--- src/rtl/core_types_pkg.sv ---
// Shared front-end types and sizes for the upper-PC table (UPCT) and its PLRU.
package core_types_pkg;

  localparam int XLEN                       = 32;
  localparam int UPPER_PC_TABLE_ENTRIES     = 8;
  localparam int LOG_UPPER_PC_TABLE_ENTRIES = 3;
  localparam int UPPER_PC_WIDTH             = 19;
  localparam int UPPER_PC_LSB               = XLEN - UPPER_PC_WIDTH;
  localparam int PLRU_NODES                 = UPPER_PC_TABLE_ENTRIES - 1;

  typedef logic [LOG_UPPER_PC_TABLE_ENTRIES-1:0] upct_idx_t;
  typedef logic [UPPER_PC_WIDTH-1:0]             upper_PC_t;
  typedef logic [PLRU_NODES-1:0]                 plru_state_t;

  function automatic upper_PC_t upper_of(input logic [XLEN-1:0] pc);
    return pc[XLEN-1:UPPER_PC_LSB];
  endfunction

endpackage

--- src/rtl/plru_8way.sv ---
// Combinational 8-way tree-PLRU: applies up to two ordered touches and picks the victim.
// Node 0 is the root; node 1/2 cover leaves 0-3/4-7; nodes 3..6 cover leaf pairs. 0 = LRU on the left.
module plru_8way
  import core_types_pkg::*;
(
  input  plru_state_t state,
  input  logic        touch0_valid,
  input  upct_idx_t   touch0_index,
  input  logic        touch1_valid,
  input  upct_idx_t   touch1_index,
  output plru_state_t next_state,
  output upct_idx_t   victim
);

  function automatic plru_state_t touch(input plru_state_t s, input upct_idx_t idx);
    plru_state_t r;
    logic [2:0]  mid_node;
    logic [2:0]  leaf_node;
    r         = s;
    mid_node  = 3'd1 + {2'b00, idx[2]};
    leaf_node = 3'd3 + {1'b0, idx[2:1]};
    r[0]         = ~idx[2];
    r[mid_node]  = ~idx[1];
    r[leaf_node] = ~idx[0];
    return r;
  endfunction

  logic [2:0] mid_sel;
  logic [2:0] leaf_sel;

  // NOTE: every always_comb output gets a default before any conditional update, so no latch is inferred.
  always_comb begin
    next_state = state;
    if (touch0_valid) next_state = touch(next_state, touch0_index);
    // The second touch wins on any node both paths share.
    if (touch1_valid) next_state = touch(next_state, touch1_index);
  end

  always_comb begin
    mid_sel  = 3'd1 + {2'b00, state[0]};
    leaf_sel = 3'd3 + {1'b0, state[0], state[mid_sel]};
    victim   = {state[0], state[mid_sel], state[leaf_sel]};
  end

endmodule

--- src/rtl/upct_encoder.sv ---
// Upper-PC table: encodes branch targets into 3-bit indices and decodes indices back to PC[31:13].
// Optional macro UPCT_PERF_COUNTERS_EN adds saturating hit_count / miss_count outputs.
module upct_encoder
  import core_types_pkg::*;
(
  input  logic            CLK,
  input  logic            nRST,
  input  logic            read_valid,
  input  upct_idx_t       read_index,
  output upper_PC_t       read_upper_PC,
  input  logic            update0_valid,
  input  logic [XLEN-1:0] update0_target_full_PC,
  output logic            update1_valid,
  output upct_idx_t       update1_upct_index,
  output logic            update1_hit
`ifdef UPCT_PERF_COUNTERS_EN
  ,
  output logic [31:0]     hit_count,
  output logic [31:0]     miss_count
`endif
);

  upper_PC_t                         tag_q [UPPER_PC_TABLE_ENTRIES];
  upper_PC_t                         tag_d [UPPER_PC_TABLE_ENTRIES];
  logic [UPPER_PC_TABLE_ENTRIES-1:0] valid_q, valid_d;
  plru_state_t                       plru_q, plru_d;
  upper_PC_t                         read_upper_PC_q, read_upper_PC_d;
  logic                              update1_valid_q, update1_valid_d;
  upct_idx_t                         update1_upct_index_q, update1_upct_index_d;
  logic                              update1_hit_q, update1_hit_d;

  upper_PC_t   enc_tag;
  logic        enc_hit;
  upct_idx_t   hit_index;
  upct_idx_t   free_index;
  upct_idx_t   plru_victim;
  upct_idx_t   victim_index;
  upct_idx_t   chosen_index;
  logic        alloc;
  logic        unused_pc_low_bits;

  assign unused_pc_low_bits = ^update0_target_full_PC[UPPER_PC_LSB-1:0];

  always_comb begin
    enc_tag    = upper_of(update0_target_full_PC);
    enc_hit    = 1'b0;
    hit_index  = '0;
    free_index = '0;
    for (int i = 0; i < UPPER_PC_TABLE_ENTRIES; i++) begin
      if (valid_q[i] && tag_q[i] == enc_tag) begin
        enc_hit   = 1'b1;
        hit_index = upct_idx_t'(i);
      end
    end
    // Descending scan so the lowest invalid entry is the one left standing.
    for (int i = UPPER_PC_TABLE_ENTRIES - 1; i >= 0; i--) begin
      if (!valid_q[i]) free_index = upct_idx_t'(i);
    end
    victim_index = (&valid_q) ? plru_victim : free_index;
    chosen_index = enc_hit ? hit_index : victim_index;
    alloc        = update0_valid && !enc_hit;
  end

  plru_8way u_plru (
    .state        (plru_q),
    .touch0_valid (read_valid),
    .touch0_index (read_index),
    .touch1_valid (update0_valid),
    .touch1_index (chosen_index),
    .next_state   (plru_d),
    .victim       (plru_victim)
  );

  always_comb begin
    tag_d   = tag_q;
    valid_d = valid_q;
    if (alloc) begin
      tag_d[victim_index]   = enc_tag;
      valid_d[victim_index] = 1'b1;
    end

    // Reading the post-write table gives write-first behaviour on a same-index collision.
    read_upper_PC_d = read_valid ? tag_d[read_index] : read_upper_PC_q;

    update1_valid_d      = update0_valid;
    update1_upct_index_d = update0_valid ? chosen_index : update1_upct_index_q;
    update1_hit_d        = update0_valid ? enc_hit      : update1_hit_q;
  end

`ifdef UPCT_PERF_COUNTERS_EN
  logic [31:0] hit_count_q, hit_count_d;
  logic [31:0] miss_count_q, miss_count_d;

  always_comb begin
    hit_count_d  = hit_count_q;
    miss_count_d = miss_count_q;
    if (update0_valid && enc_hit && hit_count_q != '1)   hit_count_d  = hit_count_q + 32'd1;
    if (update0_valid && !enc_hit && miss_count_q != '1) miss_count_d = miss_count_q + 32'd1;
  end

  always_ff @(posedge CLK or negedge nRST) begin
    if (!nRST) begin
      hit_count_q  <= '0;
      miss_count_q <= '0;
    end else begin
      hit_count_q  <= hit_count_d;
      miss_count_q <= miss_count_d;
    end
  end

  assign hit_count  = hit_count_q;
  assign miss_count = miss_count_q;
`endif

  // NOTE: sequential state uses non-blocking assignments so every flop samples pre-edge values.
  always_ff @(posedge CLK or negedge nRST) begin
    if (!nRST) begin
      // NOTE: the table array is reset because unwritten entries are readable and must return 0.
      for (int i = 0; i < UPPER_PC_TABLE_ENTRIES; i++) tag_q[i] <= '0;
      valid_q              <= '0;
      plru_q               <= '0;
      read_upper_PC_q      <= '0;
      update1_valid_q      <= 1'b0;
      update1_upct_index_q <= '0;
      update1_hit_q        <= 1'b0;
    end else begin
      for (int i = 0; i < UPPER_PC_TABLE_ENTRIES; i++) tag_q[i] <= tag_d[i];
      valid_q              <= valid_d;
      plru_q               <= plru_d;
      read_upper_PC_q      <= read_upper_PC_d;
      update1_valid_q      <= update1_valid_d;
      update1_upct_index_q <= update1_upct_index_d;
      update1_hit_q        <= update1_hit_d;
    end
  end

  assign read_upper_PC      = read_upper_PC_q;
  assign update1_valid      = update1_valid_q;
  assign update1_upct_index = update1_upct_index_q;
  assign update1_hit        = update1_hit_q;

endmodule
--- config.mk ---
export PLATFORM = sky130hd
export DESIGN_NAME = upct_encoder
export DESIGN_NICKNAME = d
export VERILOG_FILES = /design/src/rtl/core_types_pkg.sv /design/src/rtl/plru_8way.sv /design/src/rtl/upct_encoder.sv
export SDC_FILE = /design/constraint.sdc
export NUM_CORES = 1
export LEC_CHECK = 0
export CORE_ASPECT_RATIO = 0.9
export CORE_MARGIN = 3
export CORE_UTILIZATION = 32
export DETAILED_ROUTE_END_ITERATION = 12
export SYNTH_ARGS = -nofsm -noshare
export SYNTH_HDL_FRONTEND = slang
export SYNTH_SLANG_ARGS = --single-unit
--- constraint.sdc ---
create_clock -name CLK -period 3.1 [get_ports CLK]
set_clock_uncertainty 0.05 [all_clocks]
set_input_delay 0.465 -clock CLK [delete_from_list [all_inputs] [get_ports CLK]]
set_output_delay 0.465 -clock CLK [all_outputs]
set_load 0.005 [all_outputs]
==> key figures, run 1 <==
Placed design
  • I/O Buffers: 49
  • Detailed placement HPWL: 33,800 um
  • Placed insts: 1,848
  • Pre-CTS setup slack: -1.21 ns
  • Final weighted congestion in routability-driven placement: 0.996

Global routing
  • First-pass GRT wire length: 72,900 um
  • Largest net degree at the start of global routing: 66
  • Met1 GRT Util: 35.8%
  • GR Util met2: 38.1%
  • Number of global-route vias before repair: 10.9k
  • GRT overflow: 0
  • Met3 Resource Use GR: 4.85%
  • Total global-route track usage: 24.9%
  • Initial antenna violation count: 0
  • Grt peak-use layer: met2

Final layout
  • Layout overhead on the synthesized area: 50.8%
  • Share of cells above drive strength 1: 49.7%
  • Antenna Cells: 0
  • Final Non-Filler Cells: 1,945
  • Fill cells: 3,135
  • NumNets Final: 1,512

Power and ir drop
  • Leak Pwr: 7.59 nW
  • Pwr Density: 1270 mW/mm^2
  • Worst vdd ir: 0.566 mV

Flow run
  • # Max-Cap Violations: 0

Floorplan
  • Core area: 0.0355 sq mm
  • Boundary Pins: 63
  • Die H: 188 um
  • Die W: 208 um
  • Die ar.: 0.0389 sq mm
  • Initial core utilization: 33.0%
  • FP Rows: 65

Timing
  • Unrepaired setup endpoints after global routing: yes
  • Final hold vios: 0
  • Final WS setup: -0.191 ns
  • Relative slew slack: 29.6%
  • Final worst-path cycle share: 106%
  • Actual slew at the worst max-slew pin: 1.05 ns
  • Period minus WS final: 3.29 ns
  • Pins Over Slew Limit: 0
  • Final setup viols: 19
  • Min Hold Slack: 0.295 ns
  • Max Freq: 0.304 GHz

Logic synthesis
  • Ys flop type: dfrtp_1
  • Ys Warns: 0
  • Synth area leader: dfrtp_1
  • Post-synthesis sequential area ratio: 40.8%
  • Synthesized cell area: 0.0117 sq mm
  • Mean Syn Cell Area: 10.5 sq um
  • Top cells by area, synth: dfrtp_1 41%, mux2_2 12%, xor2_1 6.4%
  • Cells after Synth: 1,118
  • FFs w/ async S/R, synth: 100%
  • Total nets after synthesis: 1,167
  • Number of flops mapped to enable cells by yosys: 0
  • Top-area cell type share of the netlist area: 40.8%
  • Yosys reg bits: 191
  • Count of different cell masters after synthesis: 71

Routing
  • Starting DRT DRC Count: 903
  • Drt wl/cell: 25.4 um
  • Post-route ant nets: 0
  • First-pass DRT Iterations: 5
  • Drc violations: 0
  • Post-DR vias/cell: 5.59
  • Vias: 10.9k
  • Total Wirelength: 49,300 um

Worst setup path
  • Ordered cell list for the critical path: xor2_4 > buf_6 > nor4_2 > and3_4 > a22o_4 > nor4b_4 > buf_6 > and4b_4 > mux2_4 > mux2_4 > o211a_1 > a22o_1
  • Req. time, crit path: 3.39 ns
  • CP Max Fanout: 5
  • Crit path DAT: 3.58 ns
  • Startpoint types: flop
  • Critical setup path kind: flop to flop
  • CP Capture Type: flop
  • Crit-path slowest cell: dfrtp_2
  • Slowest stage delay, CP: 0.45 ns

Clock tree
  • CTS buffer count: 17
  • CTS tree: yes
  • Sink Count: 191
  • Reg clk slew, reported paths: 0.08 ns
  • Clk Latency, worst-skew pair: 0.46 ns
  • CTS Root Cell: clkbuf_16
  • H-Tree Depth: 4
  • Worst-case clock buffer depth: 2

Hold path
  • Min-delay worst type: primary input to flop

Run status
  • Outcome: complete, but fails checks
  • Failing checks: negative setup slack
## cells in the mapped netlist (7+ instances only)
library cell / instances
a21oi_1: 11
a221oi_1: 10
a22o_1: 14
a22oi_1: 7
a31oi_1: 7
buf_1: 10
buf_2: 12
buf_4: 16
buf_6: 16
clkbuf_1: 34
dfrtp_1: 191
ha_1: 10
inv_1: 9
mux2_2: 122
mux2_4: 12
mux2i_1: 13
nand2_1: 118
nand2b_1: 8
nand3_1: 10
nand4_1: 32
nor2_1: 36
nor3_1: 29
nor4_1: 37
nor4b_1: 9
o211a_1: 7
o21ai_0: 34
o21bai_1: 7
o221ai_1: 13
o22a_1: 7
o22ai_1: 13
o31a_1: 7
o32ai_1: 12
or2_2: 9
xnor2_1: 65
xor2_1: 86
## layer usage
layer  vias up  wire length, um
li1       4738                -
met1      5570            22200
met2       470            22100
met3        97             3630
met4         0             1450
met5         -                0
## cell families (layout without fill, tap and decap cells)
kind of cell             count (synthesis)  after routing  share of synthesized area, %
adder cells (fa/ha/maj)                 10             10                          1.07
buffers and inverters                   99            455                          4.84
multiplexers                           147            147                          14.4
AO/OA/AOI/OAI                          191            191                          12.4
XOR/XNOR                               154            154                          11.7
flip-flops                             191            191                          40.8
AND/OR/NAND/NOR                        326            328                          14.8
## power by group
group / internal [mW] / total [mW] / switching (mW)
clock network: 1.29 / 2.41 / 1.12
registers: 3.79 / 5.01 / 1.22
logic: 7.73 / 15.0 / 7.26
total: 12.8 / 22.4 / 9.60
## critical path: cells and delay by family (launching register included)
kind	cells	cell delay [ns]
AND/OR/NAND/NOR	4	0.89
AO/OA/AOI/OAI	3	0.66
multiplexers	2	0.60
flip-flops	1	0.45
buffers and inverters	2	0.29
XOR/XNOR	1	0.24
## final timing paths
kind	start	end	slack, ns	cells past startpoint
worst max-delay path	tag_q[131]$_DFF_PN0_	read_upper_PC[15]$_DFFE_PN0P_	-0.19	12
worst min-delay path	update0_target_full_PC[28]	tag_q[110]$_DFF_PN0_	0.29	2
worst max register to register	tag_q[131]$_DFF_PN0_	read_upper_PC[15]$_DFFE_PN0P_	-0.19	12
worst min register to register	update1_upct_index[1]$_DFFE_PN0P_	update1_upct_index[1]$_DFFE_PN0P_	0.44	1
max in group asynchronous	nRST	tag_q[42]$_DFF_PN0_	1.64	3
min in group asynchronous	nRST	tag_q[128]$_DFF_PN0_	0.54	2
## cell usage in the layout, fill, tap and decap left out, types with 14 or more instances in the layout
cell type,synthesis,final
xor2_2,3,23
xnor2_1,65,39
nor2_1,36,33
xnor2_2,0,14
clkdlybuf4s50_1,0,28
mux2_4,12,22
nand4_1,32,32
xor2_1,86,56
nor4_1,37,20
buf_4,16,292
dfrtp_1,191,185
clkbuf_16,0,18
buf_6,16,33
o21ai_0,34,19
mux2_2,122,112
nor3_1,29,23
nand2_1,118,114
buf_12,0,26
## timing repair
action | 4_1_cts | 5_1_grt
gates cloned | 10 | 2
pin swaps | 54 | 41
endpoints found under the setup margin | 91 | 32
hold buffers | 1 | 0
setup buffers | 47 | 12
hold endpoints to repair | 36 | 0
resized for setup | 241 | 85
## final cells by class
| cell class | count | area [sq um] | share of cell area (%) |
|---|---|---|---|
| Timing Repair Buffer | 412 | 3830 | 21.7 |
| Tap cell | 469 | 587 | 3.32 |
| Inverter | 11 | 41.3 | 0.234 |
| Clock inverter | 14 | 178 | 1.01 |
| Multi-Input combinational cell | 830 | 7810 | 44.2 |
| Sequential cell | 191 | 4790 | 27.1 |
| Clock buffer | 18 | 429 | 2.43 |
## through the flow
step | area, sq um | setup TNS (ns) | power, mW | util, %
floorplan | 11700 | 0 | 10.8 | -
global placement | 14700 | -104.76 | 16.4 | 41.5
detailed placement | 14700 | -101.54 | 16.5 | 41.5
CTS | 17200 | -1.90 | 21.3 | 48.4
global route | 17700 | -3.34 | 23.4 | 49.7
finish | 17700 | -2.24 | 22.4 | 49.7
## registers in the layout, summed over array words and instances, names as in the netlist
| register | cells |
|---|---|
| tag_q | 152 |
| read_upper_PC | 19 |
| valid_q | 8 |
| plru_q | 7 |
| update1_upct_index | 3 |
| update1_hit | 1 |
| update1_valid | 1 |
No activity file was read; power rests on OpenSTA's default activity.
==> run 2: changes to the inputs <==
--- a/config.mk
+++ b/config.mk
@@ -9,6 +9,8 @@
 export CORE_MARGIN = 3
 export CORE_UTILIZATION = 32
 export DETAILED_ROUTE_END_ITERATION = 12
+export MAX_ROUTING_LAYER = met4
+export SKIP_CTS_REPAIR_TIMING = 1
 export SYNTH_ARGS = -nofsm -noshare
 export SYNTH_HDL_FRONTEND = slang
 export SYNTH_SLANG_ARGS = --single-unit
==> key figures, run 2 (synthesis gave the netlist of run 1 again) <==
Clock tree
  • Reg clk slew, reported paths: 0.08 ns
  • Sink Count: 191
  • Clk Latency, worst-skew pair: 0.47 ns
  • Worst-case clock buffer depth: 2
  • H-Tree Depth: 4
  • CTS tree: yes
  • CTS buffer count: 17
  • CTS Root Cell: clkbuf_16

Floorplan
  • Die W: 208 um
  • Core area: 0.0355 sq mm
  • Initial core utilization: 33.0%
  • FP Rows: 65
  • Boundary Pins: 63
  • Die ar.: 0.0389 sq mm
  • Die H: 188 um

Final layout
  • Share of cells above drive strength 1: 45.0%
  • Commonest non-fill, non-tap cells in the layout: 299 x buf_4, 190 x dfrtp_1, 119 x mux2_2
  • Fill cells: 3,220
  • Most flops, register: tag_q
  • Antenna Cells: 0
  • Area of the multi-input gates: 0.00721 sq mm
  • Most common cell after layout, fill and taps aside: buf_4
  • Layout overhead on the synthesized area: 43.4%
  • NumNets Final: 1,497
  • Largest register FFs: 152
  • FF/Latch Area: 0.00478 sq mm

Worst setup path
  • R2r worst-path depth: 14
  • Startpoint types: flop
  • RR Endpoint: read_upper_PC[11]$_DFFE_PN0P_
  • Req. time, crit path: 3.40 ns
  • FF-to-FF setup slack: -0.25 ns
  • Crit path DAT: 3.65 ns
  • CP Max Fanout: 6
  • CP startpoint: tag_q[124]$_DFF_PN0_
  • Slowest stage delay, CP: 0.41 ns
  • RR Startpoint: tag_q[124]$_DFF_PN0_
  • CP Capture Point: read_upper_PC[11]$_DFFE_PN0P_
  • Crit-path slowest cell: dfrtp_1
  • Critical setup path kind: flop to flop
  • Ordered cell list for the critical path: xor2_2 > nor4_2 > and3_4 > a22o_1 > buf_6 > nor4b_4 > buf_4 > buf_6 > nand3_4 > buf_12 > mux2_4 > mux2_4 > o211a_1 > a22o_1
  • CP Capture Type: flop

Routing
  • Max Used Layer: met4
  • First-pass DRT Iterations: 5
  • Total Wirelength: 46,200 um
  • Met1 WL: 21,300 um
  • Post-DR vias/cell: 5.49
  • Met2 WL post-DR: 20,700 um
  • Met3 wire length: 3240 um
  • Starting DRT DRC Count: 1,310
  • Vias: 10.6k
  • Drt wl/cell: 23.9 um
  • Post-route ant nets: 0
  • Drc violations: 0

Timing
  • Period minus WS final: 3.35 ns
  • Final WS setup: -0.254 ns
  • Final hold vios: 0
  • Unrepaired setup endpoints after global routing: yes
  • Min Hold Slack: 0.325 ns
  • Relative slew slack: 29.1%
  • Max Freq: 0.298 GHz
  • Final setup viols: 21
  • Final worst-path cycle share: 108%
  • Actual slew at the worst max-slew pin: 1.06 ns
  • Pins Over Slew Limit: 0

Global routing
  • First-pass GRT wire length: 66,400 um
  • Number of global-route vias before repair: 10.2k
  • GRT overflow: 0
  • Initial antenna violation count: 0
  • Total global-route track usage: 23.4%
  • Largest net degree at the start of global routing: 99

Placed design
  • Pre-CTS setup slack: -1.27 ns
  • Final weighted congestion in routability-driven placement: 0.997
  • I/O Buffers: 49
  • Detailed placement HPWL: 33,500 um

Power and ir drop
  • Worst vdd ir: 0.713 mV
  • Tot Pwr: 20.9 mW
  • Pwr Density: 1240 mW/mm^2
  • Leak Pwr: 7.34 nW

Flow run
  • # Max-Cap Violations: 0

Run status
  • Outcome: complete, but fails checks
  • Failing checks: negative setup slack

Hold path
  • Min-delay worst type: primary input to asynchronous set/reset pin
[run 2: layout make-up]
| class | instances | area share (%) |
|---|---|---|
| inverter | 11 | 0.246 |
| multi-input combinational | 828 | 42.9 |
| timing repair buffer | 399 | 21.5 |
| tap | 469 | 3.49 |
| clock inverter | 15 | 0.826 |
| sequential | 191 | 28.4 |
| clock buffer | 17 | 2.53 |
[run 2: report_power, final]
part / internal (mW) / switching (mW) / total (mW)
registers: 3.78 / 1.07 / 4.86
logic: 7.18 / 6.64 / 13.8
clock network: 1.07 / 1.15 / 2.22
[run 2: routing by layer]
layer  vias up  global-route usage (%)
met5         -                       -
met4         0                    5.34
met3        54                    3.93
met2       427                    34.6
met1      5392                    33.6
li1       4726                       -
[run 2: how the worst min path moves through the flow]
stage               from                    end  slack, ns  cells after the start
global placement    nRST   tag_q[140]$_DFF_PN0_       0.24                      1
floorplan           nRST  plru_q[0]$_DFFE_PN0P_       0.12                      0
finish              nRST   tag_q[140]$_DFF_PN0_       0.32                      2
global route        nRST   tag_q[140]$_DFF_PN0_       0.33                      2
CTS                 nRST   tag_q[140]$_DFF_PN0_      -0.26                      1
detailed placement  nRST   tag_q[140]$_DFF_PN0_       0.23                      1
[run 2: metrics by stage]
stage	setup TNS, ns	utilization (%)	instance area (sq um)	instances
2_1_floorplan	0	-	11700	1118
3_3_place_gp	-102.52	41.7	14800	1862
3_5_place_dp	-104.92	41.7	14800	1862
4_1_cts	-22.77	43.3	15400	1894
5_1_grt	-4.01	47.3	16800	1930
6_report	-2.89	47.3	16800	1930
[run 2: critical path: cells and delay by family, from the launching register on]
family / cells / cell delay (ns)
XOR/XNOR: 1 / 0.29
AND/OR/NAND/NOR: 4 / 0.67
flip-flops: 1 / 0.41
AO/OA/AOI/OAI: 3 / 0.66
buffers and inverters: 4 / 0.58
multiplexers: 2 / 0.57
